File: config.mk
export PLATFORM = sky130hd
export DESIGN_NAME = display_scan
export DESIGN_NICKNAME = d
export VERILOG_FILES = /design/src/rtl/display_scan.sv
export SDC_FILE = /design/constraint.sdc
export NUM_CORES = 1
export LEC_CHECK = 0
export ABC_CLOCK_PERIOD_IN_PS = 3630
export BUFFER_PORTS_ARGS = -buffer_cell sky130_fd_sc_hd__buf_2
export CAP_MARGIN = 30
export CORE_MARGIN = 2
export CORE_UTILIZATION = 60
export CTS_CLUSTER_DIAMETER = 120
export DETAILED_ROUTE_END_ITERATION = 16
export PLACE_DENSITY = 0.82
export SLEW_MARGIN = 40
export SYNTH_ARGS = -nofsm -noshare
export SYNTH_HDL_FRONTEND = slang
export SYNTH_SLANG_ARGS = --single-unit
File: constraint.sdc
create_clock -name clk -period 3.63 [get_ports clk]
set_clock_uncertainty 0.2 [all_clocks]
set_input_delay 0.363 -clock clk [delete_from_list [all_inputs] [get_ports clk]]
set_output_delay 0.363 -clock clk [all_outputs]
set_load 0.01 [all_outputs]
File: src/rtl/display_scan.sv
// display_scan: time-multiplexed driver for a 4-digit 7-segment display.
// It scans one digit slot per REFRESH_DIV clocks. It also captures a
// per-frame snapshot of the BCD inputs. Slot 2 gets a decimal point, which
// blinks while the stopwatch is running.
module display_scan #(
  parameter int REFRESH_DIV = 50000,
  parameter int BLINK_DIV   = 125
) (
  input  logic       clk,
  input  logic       reset,
  input  logic [3:0] s0,
  input  logic [3:0] s1,
  input  logic [3:0] m0,
  input  logic [3:0] m1,
  input  logic       running,
  input  logic       blank_lead,
  output logic [3:0] an,
  output logic [6:0] seg,
  output logic       dp,
  output logic       frame_done
);

  localparam int CW = $clog2(REFRESH_DIV);
  localparam int BW = (BLINK_DIV > 1) ? $clog2(BLINK_DIV) : 1;

  logic [CW-1:0] cnt_reg, cnt_next;
  logic [1:0]    slot_reg, slot_next;
  logic [BW-1:0] frame_cnt_reg, frame_cnt_next;
  logic          blink_phase_reg, blink_phase_next;
  logic [3:0]    digit_in [4];
  logic [3:0]    snap_reg [4];
  logic [3:0]    an_next;
  logic [6:0]    seg_next;
  logic          dp_next;
  logic          cnt_last;
  logic          guard;
  logic [3:0]    cur_digit;

  // Slot order matches the anode order: slot 0 is s0, slot 3 is m1.
  assign digit_in[0] = s0;
  assign digit_in[1] = s1;
  assign digit_in[2] = m0;
  assign digit_in[3] = m1;

  // The frame ends on the last count of slot 3. The snapshot is captured
  // on the same edge.
  assign cnt_last   = (cnt_reg == CW'(REFRESH_DIV - 1));
  assign frame_done = cnt_last && (slot_reg == 2'd3);

  // Next-state logic for the refresh counter, the slot index and the blink divider.
  always_comb begin
    cnt_next         = cnt_reg + CW'(1);
    slot_next        = slot_reg;
    frame_cnt_next   = frame_cnt_reg;
    blink_phase_next = blink_phase_reg;
    if (cnt_last) begin
      cnt_next  = '0;
      slot_next = slot_reg + 2'd1;
    end
    if (frame_done) begin
      if (frame_cnt_reg == BW'(BLINK_DIV - 1)) begin
        frame_cnt_next   = '0;
        blink_phase_next = ~blink_phase_reg;
      end else begin
        frame_cnt_next = frame_cnt_reg + BW'(1);
      end
    end
  end

  // Update the counter, slot and blink state.
  always_ff @(posedge clk or negedge reset) begin
    if (!reset) begin
      cnt_reg         <= '0;
      slot_reg        <= '0;
      frame_cnt_reg   <= '0;
      blink_phase_reg <= 1'b0;
    end else begin
      cnt_reg         <= cnt_next;
      slot_reg        <= slot_next;
      frame_cnt_reg   <= frame_cnt_next;
      blink_phase_reg <= blink_phase_next;
    end
  end

  // Each snapshot digit is reloaded only at the frame boundary, so a frame
  // never mixes old and new input values.
  genvar gi;
  generate
    for (gi = 0; gi < 4; gi++) begin : g_snap
      // Capture one snapshot digit on each frame wrap.
      always_ff @(posedge clk or negedge reset) begin
        if (!reset) snap_reg[gi] <= 4'd0;
        else if (frame_done) snap_reg[gi] <= digit_in[gi];
      end
    end
  endgenerate

  // For the first two counts of a slot all anodes are off. This hides
  // ghosting from the previous digit's segments.
  assign guard     = (cnt_reg <= CW'(1));
  assign cur_digit = snap_reg[slot_reg];

  generate
    for (gi = 0; gi < 4; gi++) begin : g_an
      assign an_next[gi] = guard | (slot_reg != 2'(gi));
    end
  endgenerate

  // Decode the current digit to segments and select the decimal point.
  always_comb begin
    seg_next = 7'b0111111;
    case (cur_digit)
      4'd0: seg_next = 7'b1000000;
      4'd1: seg_next = 7'b1111001;
      4'd2: seg_next = 7'b0100100;
      4'd3: seg_next = 7'b0110000;
      4'd4: seg_next = 7'b0011001;
      4'd5: seg_next = 7'b0010010;
      4'd6: seg_next = 7'b0000010;
      4'd7: seg_next = 7'b1111000;
      4'd8: seg_next = 7'b0000000;
      4'd9: seg_next = 7'b0010000;
      default: seg_next = 7'b0111111;
    endcase
    if ((slot_reg == 2'd3) && blank_lead && (cur_digit == 4'd0))
      seg_next = 7'b1111111;
    dp_next = 1'b1;
    if (slot_reg == 2'd2)
      dp_next = running ? blink_phase_reg : 1'b0;
  end

  // Register the display outputs. They trail the counter/slot state by one clock.
  always_ff @(posedge clk or negedge reset) begin
    if (!reset) begin
      an  <= 4'b1111;
      seg <= 7'b1111111;
      dp  <= 1'b1;
    end else begin
      an  <= an_next;
      seg <= seg_next;
      dp  <= dp_next;
    end
  end

endmodule

==> metrics.txt <==
Die X=70.9 um; CP cell instances=ha_1 -> and3_1 -> nand3_1 -> nor2_1 -> buf_2; Root Driver=clkbuf_8; Buf+Inv Stages, Crit Path=1; Max clock buf depth=2; Via-to-Cell Ratio=5.78; vias in the first global route=1,832; Fin. Hold Viols=0; # setup viols final=0; post-CTS setup buffer count=0; GRT overflow=0; htree depth=2; worst hold path type=in2reg; Nets=298; final hold slack=0.0465 ns; std cell rows=24; Antenna Cells=0; most instantiated library cell after synthesis=dfrtp_1; Setup TNS=0 ns; Syn. warnings=0; initial antenna violation count=0; Worst VDD drop=215 uV; kind of critical path=reg2out; relative slew slack=61.9%; Syn Area/Cell=11.8 um^2; status=completed; switch share=22.3%; CP required=3.07 ns; TritonCTS Buffers=5; WL final=4770 um; crit path time final=2.55 ns; actual slew at the worst max-slew pin=0.572 ns; max-cap violations=0; dpl hpwl=3480 um; pwr dens=349 nW/um^2; Worst Reg-to-Reg Cells=7; Die Y=70.9 um; Netlist cell types=44; Clk Latency, worst-skew pair=0.31 ns; io pins=33; clock power share=33.3%; Routability Congestion=0.852; Routed WL per cell=15.0 um; RSZ-0062 raised after global routing=false; Max Freq=392 MHz; DR iter-0 viols=118; slowest stage delay, CP=0.44 ns; top cells by area, synth=dfrtp_1 39%, dfstp_2 12%, mux2_2 7.1%, ha_1 6.5%, xor2_1 2.6%; Worst Setup EP=frame_done; CTS sink count=54; syn_nets=262; Commonest cells post-synth=42 x dfrtp_1, 17 x mux2_2, 15 x nor2_1, 14 x ha_1, 14 x nand2_1; Initial Util=62.1%; via count=1,832; Tot GR Track Use=21.2%; Synth top area share=39.2%; Post-synth ARST share=100%; CP max-delay cell=dfrtp_1; Mapped Area=2680 um^2; switching pwr=0.231 mW; antenna viol nets, final=0; Gate Count Post-Synth=228; setup ws final=1.08 ns; die area=5020 um^2; crit share post-route=70.3%; Post-synth EDFFs=0; top_reg_cell synth=dfrtp_1; Setup crit start=cnt_reg[0]$_DFF_PN0_; worst r2r dst=seg[4]$_DFF_PN1_; Startpoint Class=register; Seq cells post-synth=54; CP Capture Type=output port; Leak Pwr=1.33 nW; cell depth of the worst setup path=5; area leader, netlist=dfrtp_1; internal power=0.806 mW; worst r2r src=slot_reg[0]$_DFFE_PN0N_; Synth-to-Final Area Change=10.9%; layout cells sized above 1=28.7%; Crit Path Max Fanout=11; wire length of the first global-routing pass=8270 um; part of the Yosys area used for sequential elements=50.9%; Gate power share=6.2%; I/O Buffers=32; CTS tree=built; worst slack, placed=1.24 ns; Clock transition at path regs=0.09 ns; R2R setup slack=1.23 ns; Pre-antenna DRT Iters=4; final count of pins violating max slew=0; largest net degree at the start of global routing=30; drt drc=0; Core Area=4320 um^2; Sequential Power Share=60.5%; delay-heaviest family, CP=simple AND/OR/NAND/NOR gates; CP arrival=1.99 ns
area by class of cell:
class	count	area (um^2)
tap	52	65.1
timing repair buffer	34	178
clock buffer	7	86.3
clock inverter	1	5.00
multi-input combinational	156	1230
sequential	54	1370
inverter	13	48.8
fill	327	1350
worst register-to-register path, cell delays in order, from the launching register on:
cell       delay (ns)
dfrtp_1          0.52
mux4_1           0.67
inv_1            0.15
ha_1             0.18
and3_1           0.24
nor3_1           0.07
a21oi_1          0.12
a2bb2oi_1        0.17
what timing repair did:
item | CTS | global route
hold buffers | 1 | 0
endpoints found under the hold margin | 25 | 0
gates resized for setup | 0 | 0
per-stage QoR:
step | area [um^2] | power, mW | util [%] | instances
after floorplan | 2680 | 0.670 | - | 228
after global placement | 2880 | 0.702 | 66.5 | 308
after detailed placement | 2880 | 0.705 | 66.5 | 308
after CTS | 2980 | 1.05 | 68.8 | 317
after global routing | 2980 | 1.08 | 68.8 | 317
final | 2980 | 1.04 | 68.8 | 317
routing by layer:
metal  global-route usage (%)  part of all wire, %  up-vias
li1                         -                    -      884
met1                     27.4                   44      916
met2                     35.3                   51       26
met3                     4.84                  3.3        6
met4                     7.76                  1.6        0
met5                        0                    0        -
how the worst min path moves through the flow:
stage / from / endpoint / slack (ns) / cells past startpoint
floorplan: reset / blink_phase_reg$_DFFE_PN0P_ / -0.13 / 0
global placement: reset / frame_cnt_reg[2]$_DFFE_PN0P_ / 0.19 / 1
detailed placement: reset / frame_cnt_reg[2]$_DFFE_PN0P_ / 0.20 / 1
CTS: running / dp$_DFF_PN1_ / 0.04 / 3
global route: running / dp$_DFF_PN1_ / 0.06 / 3
finish: running / dp$_DFF_PN1_ / 0.05 / 3
power groups by stage:
stage                     combinational, mW  sequential (mW)  clock [mW]
final                                0.0644            0.627       0.346
after global routing                 0.0732            0.629       0.376
after CTS                            0.0663            0.628       0.352
after detailed placement             0.0655            0.639           0
after global placement               0.0636            0.639           0
after floorplan                      0.0290            0.641           0
placed cells by master (no fill, tap or decap), types with 8 or more instances in the layout:
cell     count
nand3_1      9
nor2_1      15
xor2_1       8
buf_2       32
mux2_2      17
inv_1       13
ha_1        14
a21oi_1     10
dfstp_2     12
dfrtp_1     42
nand2_1     14
kinds of logic after synthesis:
family	share of synthesized area (%)
xor+xnor	4.57
mux	11.1
fa+ha+maj	6.53
flops	50.9
compound gates	8.07
simple gates	15.4
buf+inv	3.36
(Power assumes the default switching activity.)
